==> config.mk <==
export PLATFORM = sky130hd
export DESIGN_NAME = hazard_ctrl
export DESIGN_NICKNAME = d
export VERILOG_FILES = /design/src/rtl/hazard_ctrl.sv
export SDC_FILE = /design/constraint.sdc
export NUM_CORES = 1
export LEC_CHECK = 0
export CORE_ASPECT_RATIO = 1.2
export CORE_UTILIZATION = 47
export DETAILED_ROUTE_END_ITERATION = 10
export PLACE_DENSITY = 0.89
export SETUP_SLACK_MARGIN = 0.3
export SKIP_LAST_GASP = 1
export SLEW_MARGIN = 10
export SYNTH_ARGS = -nofsm -noshare
export SYNTH_HDL_FRONTEND = slang
export SYNTH_SLANG_ARGS = --single-unit
==> constraint.sdc <==
create_clock -name clk -period 2.23 [get_ports clk]
set_input_delay 0.446 -clock clk [delete_from_list [all_inputs] [get_ports clk]]
set_output_delay 0.446 -clock clk [all_outputs]
set_load 0.02 [all_outputs]
==> src/rtl/hazard_ctrl.sv <==
// -----------------------------------------------------------------------------
// hazard_ctrl
//   Central hazard and stall controller for the 16-bit 5-stage pipeline.
//   It watches the register fields and control bits of the D/E/M/W stages and
//   the data-memory handshake. From these it drives the stall/flush/hold
//   controls for the pipeline registers and the E-stage forwarding selects.
//   A small FSM tracks multi-cycle memory waits and raises a sticky timeout.
//   Two saturating counters record stall cycles and branch flush events.
//
// Ports
//   clk, rst            clock; asynchronous active-high reset
//   rs_d, rt_d,         D-stage source registers; rt_d is only used when
//   uses_rt_d           uses_rt_d is set
//   rs_e, rt_e, rd_e,   E-stage sources and destination, write enable,
//   write_reg_e,        load flag and taken-branch resolution
//   load_e,
//   branch_taken_e
//   rd_m, write_reg_m,  M-stage destination and write enable; data-memory
//   mem_req_m,          request and completion
//   mem_ready
//   rd_w, write_reg_w   W-stage destination and write enable
//   clr_cnt             synchronous clear of both performance counters
//   stall_f, stall_d    hold PC / hold D register
//   flush_d, flush_e    bubble D / bubble E register
//   hold_em             hold E and M registers
//   fwd_a_e, fwd_b_e    ALU operand selects: 00 reg file, 01 W, 10 M
//   mem_err             sticky memory timeout flag
//   stall_cnt           cycles with stall_f=1 (saturating)
//   flush_cnt           branch flush events taken from RUN (saturating)
// -----------------------------------------------------------------------------
module hazard_ctrl #(
  parameter int REG_W    = 3,
  parameter int CNT_W    = 16,
  parameter int MAX_WAIT = 16,
  parameter int ZERO_REG = 1
) (
  input  logic             clk,
  input  logic             rst,
  input  logic [REG_W-1:0] rs_d,
  input  logic [REG_W-1:0] rt_d,
  input  logic             uses_rt_d,
  input  logic [REG_W-1:0] rs_e,
  input  logic [REG_W-1:0] rt_e,
  input  logic [REG_W-1:0] rd_e,
  input  logic             write_reg_e,
  input  logic             load_e,
  input  logic             branch_taken_e,
  input  logic [REG_W-1:0] rd_m,
  input  logic             write_reg_m,
  input  logic             mem_req_m,
  input  logic             mem_ready,
  input  logic [REG_W-1:0] rd_w,
  input  logic             write_reg_w,
  input  logic             clr_cnt,
  output logic             stall_f,
  output logic             stall_d,
  output logic             flush_d,
  output logic             flush_e,
  output logic             hold_em,
  output logic [1:0]       fwd_a_e,
  output logic [1:0]       fwd_b_e,
  output logic             mem_err,
  output logic [CNT_W-1:0] stall_cnt,
  output logic [CNT_W-1:0] flush_cnt
);

  localparam int              WC_W   = $clog2(MAX_WAIT) + 1;
  localparam logic [WC_W-1:0] WC_ONE = WC_W'(1);
  localparam logic [WC_W-1:0] WC_MAX = WC_W'(MAX_WAIT);

  typedef enum logic [1:0] {
    ST_RUN      = 2'd0,
    ST_MEM_WAIT = 2'd1,
    ST_TIMEOUT  = 2'd2
  } state_t;

  state_t           r_state;
  state_t           w_state_next;
  logic [WC_W-1:0]  r_wait_cnt;
  logic [WC_W-1:0]  w_wait_cnt_next;
  logic             r_mem_err;
  logic             w_mem_err_next;
  logic [CNT_W-1:0] r_stall_cnt;
  logic [CNT_W-1:0] r_flush_cnt;

  logic             w_memhold;
  logic             w_loaduse;
  logic             w_branch_win;
  logic             w_stall_f;
  logic             w_stall_d;
  logic             w_flush_d;
  logic             w_flush_e;
  logic             w_hold_em;

  // Register equality, with register 0 optionally treated as a hard-wired
  // zero that never produces a dependency.
  function automatic logic f_match(input logic [REG_W-1:0] x,
                                   input logic [REG_W-1:0] y);
    f_match = (x == y) && !((ZERO_REG != 0) && (x == '0));
  endfunction

  // ---------------------------------------------------------------------------
  // Forwarding: both ALU operands share the same selection rule, M before W.
  // ---------------------------------------------------------------------------
  logic [REG_W-1:0] w_src_e   [2];
  logic [1:0]       w_fwd_sel [2];

  assign w_src_e[0] = rs_e;
  assign w_src_e[1] = rt_e;

  genvar gi;
  generate
    for (gi = 0; gi < 2; gi++) begin : g_fwd
      assign w_fwd_sel[gi] =
        (write_reg_m && f_match(rd_m, w_src_e[gi])) ? 2'b10 :
        (write_reg_w && f_match(rd_w, w_src_e[gi])) ? 2'b01 :
                                                      2'b00;
    end
  endgenerate

  assign fwd_a_e = w_fwd_sel[0];
  assign fwd_b_e = w_fwd_sel[1];

  // ---------------------------------------------------------------------------
  // Hazard terms
  // ---------------------------------------------------------------------------
  assign w_memhold = mem_req_m && !mem_ready;
  assign w_loaduse = load_e && write_reg_e &&
                     (f_match(rd_e, rs_d) || (uses_rt_d && f_match(rd_e, rt_d)));

  // ---------------------------------------------------------------------------
  // FSM state register and sticky error
  // ---------------------------------------------------------------------------
  always_ff @(posedge clk or posedge rst) begin
    if (rst) begin
      r_state    <= ST_RUN;
      r_wait_cnt <= '0;
      r_mem_err  <= 1'b0;
    end else begin
      r_state    <= w_state_next;
      r_wait_cnt <= w_wait_cnt_next;
      r_mem_err  <= w_mem_err_next;
    end
  end

  // ---------------------------------------------------------------------------
  // Next state and control outputs (no latency on the controls)
  // ---------------------------------------------------------------------------
  always_comb begin
    w_state_next    = r_state;
    w_wait_cnt_next = r_wait_cnt;
    w_mem_err_next  = r_mem_err;
    w_stall_f       = 1'b0;
    w_stall_d       = 1'b0;
    w_flush_d       = 1'b0;
    w_flush_e       = 1'b0;
    w_hold_em       = 1'b0;
    w_branch_win    = 1'b0;

    case (r_state)
      ST_RUN, ST_MEM_WAIT: begin
        // A held memory access freezes everything; branch and load-use are
        // re-evaluated after release because the stage inputs are held.
        if (w_memhold) begin
          w_stall_f = 1'b1;
          w_stall_d = 1'b1;
          w_hold_em = 1'b1;
        end else if (branch_taken_e) begin
          w_flush_d    = 1'b1;
          w_flush_e    = 1'b1;
          w_branch_win = 1'b1;
        end else if (w_loaduse) begin
          w_stall_f = 1'b1;
          w_stall_d = 1'b1;
          w_flush_e = 1'b1;
        end
      end
      ST_TIMEOUT: begin
        w_stall_f = 1'b1;
        w_stall_d = 1'b1;
        w_hold_em = 1'b1;
      end
      default: begin
      end
    endcase

    case (r_state)
      ST_RUN: begin
        if (w_memhold) begin
          w_wait_cnt_next = WC_ONE;
          if (MAX_WAIT <= 1) begin
            w_state_next   = ST_TIMEOUT;
            w_mem_err_next = 1'b1;
          end else begin
            w_state_next = ST_MEM_WAIT;
          end
        end
      end
      ST_MEM_WAIT: begin
        // The ready cycle is not held; the wait ends on that edge.
        if (mem_ready) begin
          w_state_next    = ST_RUN;
          w_wait_cnt_next = '0;
        end else if (r_wait_cnt + WC_ONE == WC_MAX) begin
          w_state_next   = ST_TIMEOUT;
          w_mem_err_next = 1'b1;
        end else begin
          w_wait_cnt_next = r_wait_cnt + WC_ONE;
        end
      end
      ST_TIMEOUT: begin
        // Only reset leaves this state.
      end
      default: begin
        w_state_next    = ST_RUN;
        w_wait_cnt_next = '0;
      end
    endcase

    // Reset dominates the controls immediately, independent of the clock.
    if (rst) begin
      w_stall_f    = 1'b0;
      w_stall_d    = 1'b0;
      w_flush_d    = 1'b0;
      w_flush_e    = 1'b0;
      w_hold_em    = 1'b0;
      w_branch_win = 1'b0;
    end
  end

  assign stall_f = w_stall_f;
  assign stall_d = w_stall_d;
  assign flush_d = w_flush_d;
  assign flush_e = w_flush_e;
  assign hold_em = w_hold_em;
  assign mem_err = r_mem_err;

  // ---------------------------------------------------------------------------
  // Saturating performance counters; clear wins over increment.
  // ---------------------------------------------------------------------------
  always_ff @(posedge clk or posedge rst) begin
    if (rst) begin
      r_stall_cnt <= '0;
      r_flush_cnt <= '0;
    end else if (clr_cnt) begin
      r_stall_cnt <= '0;
      r_flush_cnt <= '0;
    end else begin
      if (w_stall_f && (r_stall_cnt != '1)) begin
        r_stall_cnt <= r_stall_cnt + CNT_W'(1);
      end
      // Only branches that win priority while in RUN are counted.
      if ((r_state == ST_RUN) && w_branch_win && (r_flush_cnt != '1)) begin
        r_flush_cnt <= r_flush_cnt + CNT_W'(1);
      end
    end
  end

  assign stall_cnt = r_stall_cnt;
  assign flush_cnt = r_flush_cnt;

endmodule

# Yosys cells after proc, flatten, opt, wreduce, memory -nomap -nowiden

Cells that the tools add are included.

Add/sub/neg operators: 3
Equal/unequal tests: 14
Multiplexer cells: 32
Bitwise operators: 2
Reduce and logical (&&, ||, !) cells: 32

Operators with widths:

| kind                                                                   | number |
|---|---|
| 16-bit 2-to-1 mux                                                      | 4 |
| 16-bit by 1-bit adder with 16-bit output (second input constant)       | 2 |
| 16-bit != test (second input constant)                                 | 2 |
| 3-bit equality test                                                    | 6 |
| 1-bit logical AND                                                      | 17 |
| 1-bit 2-to-1 mux                                                       | 16 |
| 5-bit 2-to-1 mux                                                       | 3 |
| 5-bit case mux with 3 select lines                                     | 1 |
| 2-bit 2-to-1 mux                                                       | 5 |
| 3-bit logical NOT                                                      | 3 |
| 3-bit AND reduction                                                    | 3 |
| 3-bit != test (second input constant)                                  | 2 |
| 2-bit case mux with 3 select lines                                     | 1 |
| 5-bit by 1-bit adder with 5-bit output (second input constant)         | 1 |
| 5-bit equality test (second input constant)                            | 1 |
| 1-bit logical NOT                                                      | 4 |
| 1-bit case mux with 2 select lines                                     | 2 |
| 2-bit nonzero test                                                     | 2 |
| 2-bit by 1-bit equality test with 1-bit output (second input constant) | 1 |
| 2-bit equality test (second input constant)                            | 1 |
| 2-bit logical NOT                                                      | 1 |
| 2-bit != test (second input constant)                                  | 1 |
| 1-bit NOT                                                              | 2 |
| 2-bit OR reduction                                                     | 1 |
| 1-bit logical OR                                                       | 1 |

Register bits after elaboration: 40
Input port bits: 32
Output and inout port bits: 42
Logic and storage cells: 88

# Longest topological paths before layout

Gate-level depths: netlist of run 1.

Word-level depth: 14
Mapped depth: 8
Mapped depth without buffers: 7

# Worst setup path before layout of run 1

Ideal clock, no wire load.

Path type: input -> output
Start point: input rd_e[0]
End point: output stall_f
Data arrival time: 1566 ps
Required time: 1784 ps
Setup slack: 218 ps
Stages on the path: 6
Path buffers: 2
Path through: o311a_1 nand3b_1 a21oi_2 or2_2 clkbuf_2 buf_4

Cells in the longest elaborated chain, start to end: 11

Ends and longest elaborated chain:

| item                                   | line | RTL |
|---|---|---|
| from (decl)                            | 44   | `input logic [REG_W-1:0] rd_e,` |
| 3-bit logical NOT                      | 99   | `f_match = (x == y) && !((ZERO_REG != 0) && (x == '0));` |
| 1-bit logical NOT                      | 99   |  |
| 1-bit logical AND                      | 99   |  |
| 1-bit logical AND                      | 129  | `(f_match(rd_e, rs_d) \|\| (uses_rt_d && f_match(rd_e, rt_d)));` |
| 1-bit logical OR (*)                   | 129  |  |
| 1-bit logical AND (*)                  | 128  | `assign w_loaduse = load_e && write_reg_e &&` |
| 1-bit 2-to-1 mux (*) (3 in a row)      | --   |  |
| 1-bit case mux with 2 select lines (*) | --   |  |
| 1-bit 2-to-1 mux (*)                   | --   |  |
| to (decl)                              | 55   | `output logic stall_f,` |

Mark *: on every way between the ends. The rest lies on a longest branch, timed or not.

# Final worst setup path of run 1

Start point: input rd_m[2]
End point: output fwd_b_e[0]

Cells in the longest elaborated chain, start to end: 5

Ends and longest elaborated chain:

| item                  | line | RTL |
|---|---|---|
| from (decl)           | 48   | `input logic [REG_W-1:0] rd_m,` |
| 3-bit logical NOT     | 99   |  |
| 1-bit logical NOT     | 99   |  |
| 1-bit logical AND (*) | 99   |  |
| 1-bit logical AND (*) | 115  | `(write_reg_m && f_match(rd_m, w_src_e[gi])) ? 2'b10 :` |
| 2-bit 2-to-1 mux (*)  | 115  |  |
| to (decl)             | 61   | `output logic [1:0] fwd_b_e,` |

Marked as above.

==> flow_summary.toml, run 1 <==
[yosys]
syn_nets = 307
synth_top_family_by_area = "simple AND/OR/NAND/NOR gates"
synth.mux.area_fraction_pct = 2.22
ys_ff_latch = 40
synthXorXnorAreaFrac_pct = 11.6
synth_edf_count = 0
synth-seq-area-share_pct = 41.3
netlist_area_sq_um = 2420
netlist_instances = 271
synth_flop_cell = "dfrtp_1"
async_reset_ff_share_pct = 100
synth-simple-area-share_pct = 27.9
ys_types = 46
avgSynthCellArea_sq_um = 8.93
ys_warn_count = 0
synthAdderAreaFrac_pct = 2.07
synth_compound_area_share_pct = 12.5

[cts]
clock-root-buffer = "clkbuf_8"
holdBufCountCts = 0
cts_tree = "yes"
worstSkewPairLatency_ns = 0.29
h-tree-depth = 2
cts_made_buffers = 5
cts_buffer_depth = 2
clk_pin_slew_ns = 0.07
clkSinkCount = 40

[finish]
layout-drive-gt1-share_pct = 27.6
register_area_sq_um = 1010
multi_input_area_sq_um = 1550
area_growth_pct = 54.6
final_cell_area_sq_um = 3740
final_nets = 416
fillers = 354
diodes = 0

[timing]
rsz0062_at_grt = "true"
fin_ws_ns = 0.282
fmax_mhz = 513
setup_viol = 0
fin_tns_setup_ns = 0
slew_viol_final = 0
clock_skew_ns = 0.00708
worst_slew_pin_slew_ns = 0.501
hold_viol = 0
finalCritPeriodShare_pct = 87.3
min_period_ns = 1.95
maxSlewHeadroom_pct = 66.6

[place]
dp_hpwl_mm = 4.71
place_area_sq_um = 3450
port-buffer-count = 73
gp_congestion = 0.828
pre_cts_slack_ns = -0.558

[routing]
ant_nets = 0
vias = 2508
drt-initial-drc-count = 100
wl_per_cell_um = 15.8
routed_wl_mm = 6.97
drc = 0
routed_via_density = 5.69
first_pass_iters = 4

[global_route]
grt_max_degree = 41
grt_pass1_wl_mm = 10.5
grt_pass1_vias = 2359
grt_use_met1_pct = 30.3
grt-ovfl-total = 0
met3_usage_pct = 5.40
antenna_found_initial = 0
grt_usage_pct = 25.4
use_met2_pct = 43.7
top_usage_layer = "met2"

[worst_setup_path]
end_kind = "output pin"
cp.required_ns = 1.78
cp.arrival_ns = 1.50
crit_path_max_incr_delay_ns = 0.25
start_kind = "input pin"
path_delay_family = "simple AND/OR/NAND/NOR gates"
crit_chain = "buf_6 > nand2b_4 > nor2_1 > a21oi_1 > o31ai_1 > and3_1 > nor3_2 > buf_4"
worstSetupPathType = "input pin to output pin"
critPathSlowestCell = "and3_1"
critPathMaxFanout = 3
cp_num_buf_inv = 2

[power_and_ir_drop]
finalPower_mw = 1.71
p_comb_share_pct = 17.5
p_seq_share_pct = 44.8
p_int_mw = 1.29
power_density_nw_per_um2 = 458
switchingPower_mw = 0.427
p_leak_nw = 1.62
p_clk_share_pct = 37.7
vdd_ir_drop_max_uv = 506
swShare_pct = 24.9

[floorplan]
die_y_um = 80.6
die-area_sq_um = 5440
coreArea_sq_um = 4940
start_util_pct = 49.0
pin_count = 74
die_x_um = 67.5
rows = 28

[hold_path]
hp-class = "flop to flop"

[outcome]
status = "complete, no violations"

[flow_run]
drv_cap = 0
[layout by cell type, fill, tap and decap left out, types with 4 or more instances in the layout]
cell,synthesis,layout
a21oi_1,15,13
and3_1,9,8
buf_2,2,7
buf_4,1,37
buf_6,0,8
clkbuf_8,0,7
clkdlybuf4s50_1,0,36
dfrtp_1,40,33
dfrtp_2,0,7
dlygate4sd2_1,0,15
inv_1,6,6
nand2_1,13,12
nand3_1,20,18
nand4_1,15,15
nor2_1,38,35
nor3_2,0,4
o21ai_0,10,9
o31ai_1,4,4
or3_1,6,6
xnor2_1,17,15
xor2_1,15,15
[path summary, 6_finish.rpt]
check / start / endpoint / slack, ns / cells after the start
hold reg to reg: mem_err / mem_err / 0.49 / 1
hold / removal: mem_err / mem_err / 0.49 / 1
setup / recovery: rd_m[2] / fwd_b_e[0] / 0.28 / 8
setup reg to reg: stall_cnt[0] / stall_cnt[3] / 0.35 / 8
min in group asynchronous: rst / flush_cnt[4] / 0.64 / 4
max in group asynchronous: rst / stall_cnt[0] / 1.22 / 4
[routing by layer]
metal / vias to the layer above / wire length, um
met1: 1204 / 2670
met3: 19 / 342
met5: - / 0
met4: 0 / 182
li1: 1196 / -
met2: 89 / 3780
[cell families after synthesis]
| kind of cell | Yosys count |
|---|---|
| xor+xnor | 32 |
| mux | 5 |
| flops | 40 |
| fa+ha+maj | 4 |
| buf+inv | 14 |
| compound gates | 46 |
| simple gates | 130 |
[stage by stage]
step                hold slack [ns]  cells  utilization [%]
global placement              0.467    428             69.8
global route                  0.518    441             75.8
floorplan                     0.482    271                -
finish                        0.490    441             75.8
detailed placement            0.473    428             69.8
CTS                           0.491    437             72.5
[synthesized netlist by cell type, types with 3 or more instances]
cell      instances  share of area [%]
or4_1             3               0.93
nor3_1            5                1.0
nor4_1            3               0.78
clkbuf_1          4               0.62
xor2_1           15                5.4
or3_1             6                1.6
nand2_1          13                2.0
nand3_1          20                4.1
dfrtp_1          40                 41
mux2_2            3                1.4
o21ai_0          10                2.1
nor2_1           38                5.9
nand4_1          15                3.9
ha_1              4                2.1
o31ai_1           4                1.2
a21oi_1          15                3.1
nand2b_1          3               0.78
nor2b_1           3               0.78
inv_1             6               0.93
and2_1            3               0.78
and3_1            9                2.3
xnor2_1          17                6.1
[flip-flops by register name (all words and copies together) (netlist names)]
signal      count
stall_cnt      16
flush_cnt      16
r_state         2
r_wait_cnt      5
mem_err         1
[worst register-to-register path: stages, from the launching register on]
cell      delay (ns)
dfrtp_2         0.44
ha_1            0.24
nand4_1         0.18
nor3_2          0.07
nand2b_1        0.12
o21ai_4         0.09
buf_6           0.15
or3_1           0.38
a21oi_2         0.16
[repair_timing]
item                                    4_1_cts  5_1_grt
endpoints found under the hold margin         0        0
setup buffers                                 1        4
endpoints found under the setup margin       45       37
resized for setup                            97       47
pin swaps                                    20       18
[power by group through the flow]
stage / Clock [mW] / Combinational, mW / Sequential, mW
after global placement: 0 / 0.271 / 0.774
after global routing: 0.686 / 0.324 / 0.769
after CTS: 0.658 / 0.274 / 0.762
final: 0.646 / 0.301 / 0.767
after detailed placement: 0 / 0.280 / 0.776
after floorplan: 0 / 0.128 / 0.774
[area by class of cell]
type                            instances  area share, %
Inverter                                6          0.602
Multi-Input combinational cell        217           41.3
Sequential cell                        40           27.0
Clock buffer                            7           2.57
Timing Repair Buffer                  110           25.7
Clock inverter                          1          0.802
Tap cell                               60           2.01
Note: power is estimated with default switching activity, not from simulation.
==> inputs of run 2 (changes only) <==
Settings changed: CAP_MARGIN from default to 30.
==> results of run 2 <==
Same layout as run 1: the final DEF is identical, and so are final timing and power.
==> inputs of run 3 (changes only) <==
--- a/config.mk
+++ b/config.mk
@@ -11,3 +11,3 @@
 export DETAILED_ROUTE_END_ITERATION = 10
-export PLACE_DENSITY = 0.89
+export PLACE_DENSITY_LB_ADDON = 0.3
 export SETUP_SLACK_MARGIN = 0.3
==> constraint.sdc (replaced) <==
create_clock -name clk -period 2.23 [get_ports clk]
set_input_delay 0.223 -clock clk [delete_from_list [all_inputs] [get_ports clk]]
set_output_delay 0.223 -clock clk [all_outputs]
set_load 0.02 [all_outputs]
==> flow_summary.toml, run 3 (synthesized netlist as in run 1, its figures left out) <==
[routing]
vias = 2387
routed_via_density = 5.63
first_pass_iters = 5
ant_nets = 0
drc = 0
routed_wl_mm = 6.07
wl_per_cell_um = 14.3
drt-initial-drc-count = 189

[worst_setup_path]
cp_num_buf_inv = 3
cp.required_ns = 2.01
critPathSlowestCell = "clkdlybuf4s50_1"
crit_path_max_incr_delay_ns = 0.41
cp.arrival_ns = 1.66
path_delay_family = "buffers and inverters"
worstSetupPathType = "input pin to output pin"
critPathMaxFanout = 4
start_kind = "input pin"
end_kind = "output pin"
crit_chain = "clkdlybuf4s50_1 > buf_4 > xnor2_1 > nand3_1 > o31ai_1 > and3_1 > nor3_1 > buf_2"

[place]
dp_hpwl_mm = 4.36
pre_cts_slack_ns = -0.112
dp_cells = 415
port-buffer-count = 73
gp_congestion = 0.824

[finish]
diodes = 0
final_common_cell = "clkdlybuf4s50_1"
register_area_sq_um = 1000
final_util_pct = 71.7
mostFrequentLayoutCells = "clkdlybuf4s50_1, dfrtp_1, nor2_1"
final_nets = 399
layout.cells.non_filler = 424
layout-drive-gt1-share_pct = 16.5
fillers = 425
multi_input_area_sq_um = 1460
area_growth_pct = 46.4

[outcome]
status = "complete, no violations"

[power_and_ir_drop]
p_seq_share_pct = 44.8
p_int_mw = 1.27
p_leak_nw = 1.46
power_density_nw_per_um2 = 476
swShare_pct = 24.6
finalPower_mw = 1.69
p_comb_share_pct = 16.5
p_clk_share_pct = 38.7
vdd_ir_drop_max_uv = 389
switchingPower_mw = 0.415

[global_route]
grt_pass1_wl_mm = 9.96
grt_pass1_vias = 2216
met3_usage_pct = 4.55
top_usage_layer = "met2"
grt_max_degree = 41
grt-ovfl-total = 0
grt_usage_pct = 23.5
grt_use_met1_pct = 29.2
use_met2_pct = 41.8
antenna_found_initial = 0

[cts]
cts_made_buffers = 5
cts_buffer_depth = 2
clk_pin_slew_ns = 0.08
cts_tree = "yes"
clkSinkCount = 40
holdBufCountCts = 0
clock-root-buffer = "clkbuf_8"
worstSkewPairLatency_ns = 0.30
h-tree-depth = 2

[timing]
min_period_ns = 1.88
fin_tns_setup_ns = 0
clock_skew_ns = 0.0117
maxSlewHeadroom_pct = 65.2
fmax_mhz = 532
slew_viol_final = 0
finalCritPeriodShare_pct = 84.3
fin_ws_ns = 0.350
rsz0062_at_grt = "true"
hold_viol = 0
worst_slew_pin_slew_ns = 0.522
setup_viol = 0

[floorplan]
start_util_pct = 49.0
pin_count = 74
coreArea_sq_um = 4940
rows = 28
die_x_um = 67.5
die-area_sq_um = 5440
die_y_um = 80.6

[hold_path]
hp-class = "input pin to async pin"

[flow_run]
drv_cap = 0
run 3: cell types whose count changed in the layout (fill, tap and decap cells not counted), sizes merged:
cell and delta:
buf -28, clkdlybuf4s50 +25, dlygate4sd2 -12, clkdlybuf4s15 -1, dlymetal6s2s -1
run 3: repair_timing:
item,CTS,global route
setup buffers,1,0
pin swaps,2,5
endpoints found under the setup margin,15,35
resized for setup,25,29
endpoints found under the hold margin,0,0
run 3: path summary, 6_finish.rpt:
path / to / slack, ns / cells past startpoint / from
min: r_wait_cnt[0] / 0.49 / 3 / rst
max in group asynchronous: r_state[0] / 1.36 / 3 / rst
min in group clk: mem_err / 0.49 / 1 / mem_err
min reg2reg: mem_err / 0.49 / 1 / mem_err
max: fwd_b_e[0] / 0.35 / 8 / rd_m[2]
max reg2reg: r_wait_cnt[0] / 0.39 / 5 / r_wait_cnt[1]
run 3: power by group through the flow:
stage	combinational (mW)	sequential, mW	clock (mW)
2_1_floorplan	0.125	0.774	0
3_5_place_dp	0.273	0.768	0
5_1_grt	0.302	0.760	0.691
6_report	0.279	0.756	0.653
4_1_cts	0.271	0.753	0.662
3_3_place_gp	0.266	0.767	0
run 3: tightest hold or removal path, stage by stage:
cell	delay [ns]
clkdlybuf4s50_1	0.49
inv_1	0.08
buf_4	0.43
run 3: routing by layer:
metal / vias to the layer above / part of all wire [%]
met5: - / 0
met4: 0 / 0.71
li1: 1156 / -
met2: 68 / 52
met3: 6 / 4.9
met1: 1157 / 42
run 3: through the flow:
stage                     hold slack, ns  cell area, sq um
after global placement             0.467              3340
after global routing               0.518              3540
final                              0.486              3540
after CTS                          0.487              3470
after detailed placement           0.468              3340
after floorplan                    0.301              2430
run 3: cell type report:
type / instances / share of cell area, %
Sequential cell: 40 / 28.3
Clock inverter: 1 / 0.847
Timing Repair Buffer: 93 / 24.2
Tap cell: 60 / 2.12
Inverter: 6 / 0.636
Multi-Input combinational cell: 217 / 41.2
Clock buffer: 7 / 2.72
==> RTL change 1 (flow settings as in run 2) <==
Set the parameter `MAX_WAIT` to 8 (it was 16).
--- a/src/rtl/hazard_ctrl.sv
+++ b/src/rtl/hazard_ctrl.sv
@@ -31,7 +31,7 @@
 module hazard_ctrl #(
   parameter int REG_W    = 3,
   parameter int CNT_W    = 16,
-  parameter int MAX_WAIT = 16,
+  parameter int MAX_WAIT = 8,
   parameter int ZERO_REG = 1
 ) (
   input  logic             clk,
Formal check against the unedited RTL: not equivalent (a bounded check fails within 10 cycles, from zero or initial values and one cycle with rst high).
==> RTL change 1 against run 2 <==
Sequential cell count fell by 1. Count of clock-buffer cells in the layout fell by 1. Power rose by 8.4%. Setup slack got worse by 0.10 ns. Wire length rose by 2.7%. Combinational power rose by 50%. Worst hold slack got worse by 0.0056 ns. Area after synthesis fell by 4.1%. Via count fell by 2.7%. Cell area fell by 2.0%. Clock power fell by 4.3%. Critical path type is now flip-flop to flip-flop. Non-clock buffer count rose by 3.
==> RTL change 1: results (changes against run 2) <==
stdcell_count: 425  # -3.6%
syn_avg_cell_area_sq_um: 9.22  # +3.1%
nFlopsAndLatches: 39  # -2.5%
yosysUniqueCellTypes: 46  # unchanged
seq_area_sq_um: 982  # -2.7%
clk_share_pct: 3.21  # -0.17 points
multi_input_cells: 205  # -5.5%
insertion_delay_ns: 0.30
buffers_excl_clock: 113  # +2.7%
status: "complete, no violations"
max_stage_delay_ns: 0.45  # +0.20 ns
powerSeq_w: 0.000787  # +2.6%
crit_path_max_fanout: 6  # +3
p_leak_nw: 1.64  # +1.3%
grt_max_degree: 40  # -2.4%
num_vias: 2441  # -2.7%
p_switching_w: 0.000523  # +22%
wl_per_cell_um: 16.9  # +6.6%
nClkBuffers: 6  # -1
nets: 401  # -3.6%
grt_pass1_wl_mm: 10.6  # +1.3%
syn_nets: 287  # -6.5%
buf_share_pct: 26.9  # +1.1 points
fillers: 303  # -14%
seq_area_frac_synth_pct: 42.0  # +0.68 points
endpoint: "stall_cnt[5]"
r2r_slack_ns: 0.18  # -0.17 ns
holdPathEnd: "mem_err"
place.gp.congestion: 0.874  # +5.6%
multi_input_area_share_pct: 41.0  # -0.37 points
post-route-period-util_pct: 91.9  # +4.5 points
layout-drive-gt1-share_pct: 31.9  # +4.3 points
nNonClkInverters: 2  # -4
place_ws_ns: -0.563  # -0.00531 ns
cp_slowest_cell: "or4_1"
drt_iter0_markers: 101  # +1.0%
whs_ns: 0.485  # -0.00559 ns
grt.total_usage_pct: 26.6  # +1.2 points
clock_skew_ns: 0.00956  # +0.00248 ns
peakVddDrop_uv: 469  # -7.3%
portBuffers: 73  # unchanged
tightestPinTransition_ns: 0.491  # -0.00972 ns
power.internal_w: 0.00133  # +3.8%
synthTopCellsByCount: "39 x dfrtp_1, 37 x nor2_1, 23 x xor2_1"
reg2regPathDepth: 7  # -1
setup.worst_path.start: "r_state[1]"
placed_cells: 406  # -5.1%
-- RTL change 1: changes by cell type after synthesis, sizes merged, moves of 3 or more --
cell	delta
xor2	+8
and4	+5
nand4	-5
a21oi	-4
inv	-4
o21ai	-4
mux2	-3
nand2	+3
nor4	-3
-- RTL change 1: metal layers --
| metal | part of all wire [%] | vias up | GRT usage [%] |
|---|---|---|---|
| met1 | 39 | 1200 | 28.0 |
| met3 | 5.9 | 24 | 5.89 |
| li1 | - | 1126 | - |
| met4 | 2.6 | 0 | 9.15 |
| met2 | 53 | 91 | 50.6 |
| met5 | 0 | - | 0 |
-- RTL change 1: through the flow --
| step | utilization, % | cell area, sq um | setup TNS (ns) |
|---|---|---|---|
| final | 78.7 | 3670 | 0 |
| after global routing | 78.7 | 3670 | 0 |
| after CTS | 75.8 | 3530 | 0 |
| after detailed placement | 71.4 | 3330 | -8.82 |
| after global placement | 71.4 | 3330 | -7.31 |
| after floorplan | - | 2340 | 0 |
-- RTL change 1: logic make-up (layout without fill, tap and decap cells) --
kind of cell,Yosys count,in the layout,synth area share (%)
fa+ha+maj,3,3,1.62
flops,39,39,42.0
simple gates,121,122,27.0
xor+xnor,41,41,15.5
buf+inv,9,123,1.99
compound gates,37,37,11.0
mux,2,2,0.862
-- RTL change 1: timing repair --
action | 4_1_cts | 5_1_grt
setup buffers | 7 | 3
setup endpoints to repair | 36 | 30
hold buffers | 0 | 0
pin swaps | 24 | 37
gates resized for setup | 112 | 38
gates cloned | 1 | 0
-- RTL change 1: critical path: cells and delay by family, from the launching register on --
family	cells	cell delay, ns
buffers and inverters	1	0.13
AND/OR/NAND/NOR	3	0.92
flip-flops	1	0.39
AO/OA/AOI/OAI	3	0.54
==> RTL change 2 (config.mk and constraints of run 2) <==
Made on the original files. Register the output `flush_cnt` once more, with the module's reset; this adds one clock of latency there. The other outputs are not delayed to match.
--- a/src/rtl/hazard_ctrl.sv
+++ b/src/rtl/hazard_ctrl.sv
@@ -257,7 +257,13 @@
   end
 
   assign stall_cnt = r_stall_cnt;
-  assign flush_cnt = r_flush_cnt;
+  always_ff @(posedge clk or posedge rst) begin
+    if (rst) begin
+      flush_cnt <= '0;
+    end else begin
+      flush_cnt <= r_flush_cnt;
+    end
+  end
 
 endmodule
 
Check against the original RTL: not equivalent (a bounded check fails within 4 cycles, from zero or initial values and one cycle with rst high).
==> RTL change 2 against run 2 <==
The run now ends with negative setup slack left. Power rose by 24%. Setup slack worse by 0.35 ns. Cell area rose by 27%. Critical path type is now flip-flop to output pin. Highest routed layer unchanged. Global-route usage rose by 3.8 points. Area after synthesis increased by 19%. Clock power fell by 7.6%. Sequential cell count up 16. Wire length rose by 54%.
==> RTL change 2: results (changes against run 2) <==
place.gp.congestion: 0.798  # -3.6%
clock_skew_ns: 0.0108  # +0.00375 ns
syn_nets: 328  # +6.8%
violations: "negative setup slack"
worstPathArrival_ns: 1.86  # +0.36 ns
placed_area_sq_mm: 0.00406  # +18%
path_clk_slew_ns: 0.11  # +0.04 ns
fin_tns_setup_ns: -0.205  # -0.205 ns
viasPerCell: 6.05  # +6.4%
crit_path_max_fanout: 2  # -1
placed_cells: 476  # +11%
place_ws_ns: -0.625  # -0.0667 ns
cp-start-kind: "flip-flop"
reg2regPathDepth: 10  # +2
holdPathEnd: "flush_cnt[9]"
r2r_slack_ns: -0.05  # -0.40 ns
p_comb_share_pct: 21.7  # +4.2 points
wl_per_cell_um: 20.9  # +32%
grt_pass1_vias: 3012  # +28%
seq_area_frac_synth_pct: 48.5  # +7.1 points
layout_setup_ws_ns: -0.0716  # -0.354 ns
p_leak_nw: 2.06  # +27%
hpwl_mm: 5.37  # +14%
peakVddDrop_uv: 261  # -48%
status: "finished, violations left"
tightestPinTransition_ns: 0.626  # +0.125 ns
comb_cell_power_w: 0.000461  # +53%
finalSetupViolCount: 4  # +4
hold_start: "r_flush_cnt[9]"
routed_wirelength_mm: 10.7  # +54%
powerClk_w: 0.000597  # -7.6%
[RTL change 2: metal layers]
metal | up-vias | routed length (um) | track usage [%]
li1 | 1316 | - | -
met1 | 1506 | 3570 | 31.5
met2 | 215 | 5820 | 54.5
met3 | 74 | 701 | 4.83
met4 | 0 | 656 | 13.8
met5 | - | 0 | 0
[RTL change 2: repair_timing]
action | in CTS | in global routing
setup buffers | 20 | 10
cloned | 0 | 0
endpoints found under the setup margin | 43 | 39
gates resized for setup | 152 | 61
pin swaps | 35 | 41
[RTL change 2: kinds of logic (layout without fill, tap and decap cells)]
group,after synthesis,in the layout,synth area share (%)
DFF,56,56,48.5
and+or+nand+nor,136,136,24.6
adders and majority gates,4,4,1.73
buffers and inverters,12,154,1.95
AOI/OAI and AO/OA,42,42,10.0
xor gates and xnor gates,35,35,10.6
muxes,7,7,2.64
[RTL change 2: layout make-up]
| cell class | instances | area [sq um] | share of cell area, % |
|---|---|---|---|
| Multi-Input combinational cell | 224 | 1900 | 39.9 |
| Sequential cell | 56 | 1410 | 29.5 |
| Timing Repair Buffer | 141 | 1250 | 26.1 |
| Tap cell | 80 | 100 | 2.10 |
| Clock buffer | 5 | 68.8 | 1.44 |
| Clock inverter | 3 | 27.5 | 0.577 |
| Inverter | 5 | 18.8 | 0.393 |
[RTL change 2: metrics by stage]
step,util (%),hold slack (ns)
2_1_floorplan,-,0.382
3_3_place_gp,70.2,0.400
3_5_place_dp,70.2,0.408
4_1_cts,77.4,0.437
5_1_grt,82.6,0.465
6_report,82.6,0.449
[RTL change 2: worst max-delay path: stages, from the launching register on]
cell      delay (ns)
dfrtp_1         0.40
buf_4           0.15
or3_4           0.34
a211oi_4        0.26
buf_4           0.17
nor2_4          0.04
inv_2           0.07
buf_6           0.11
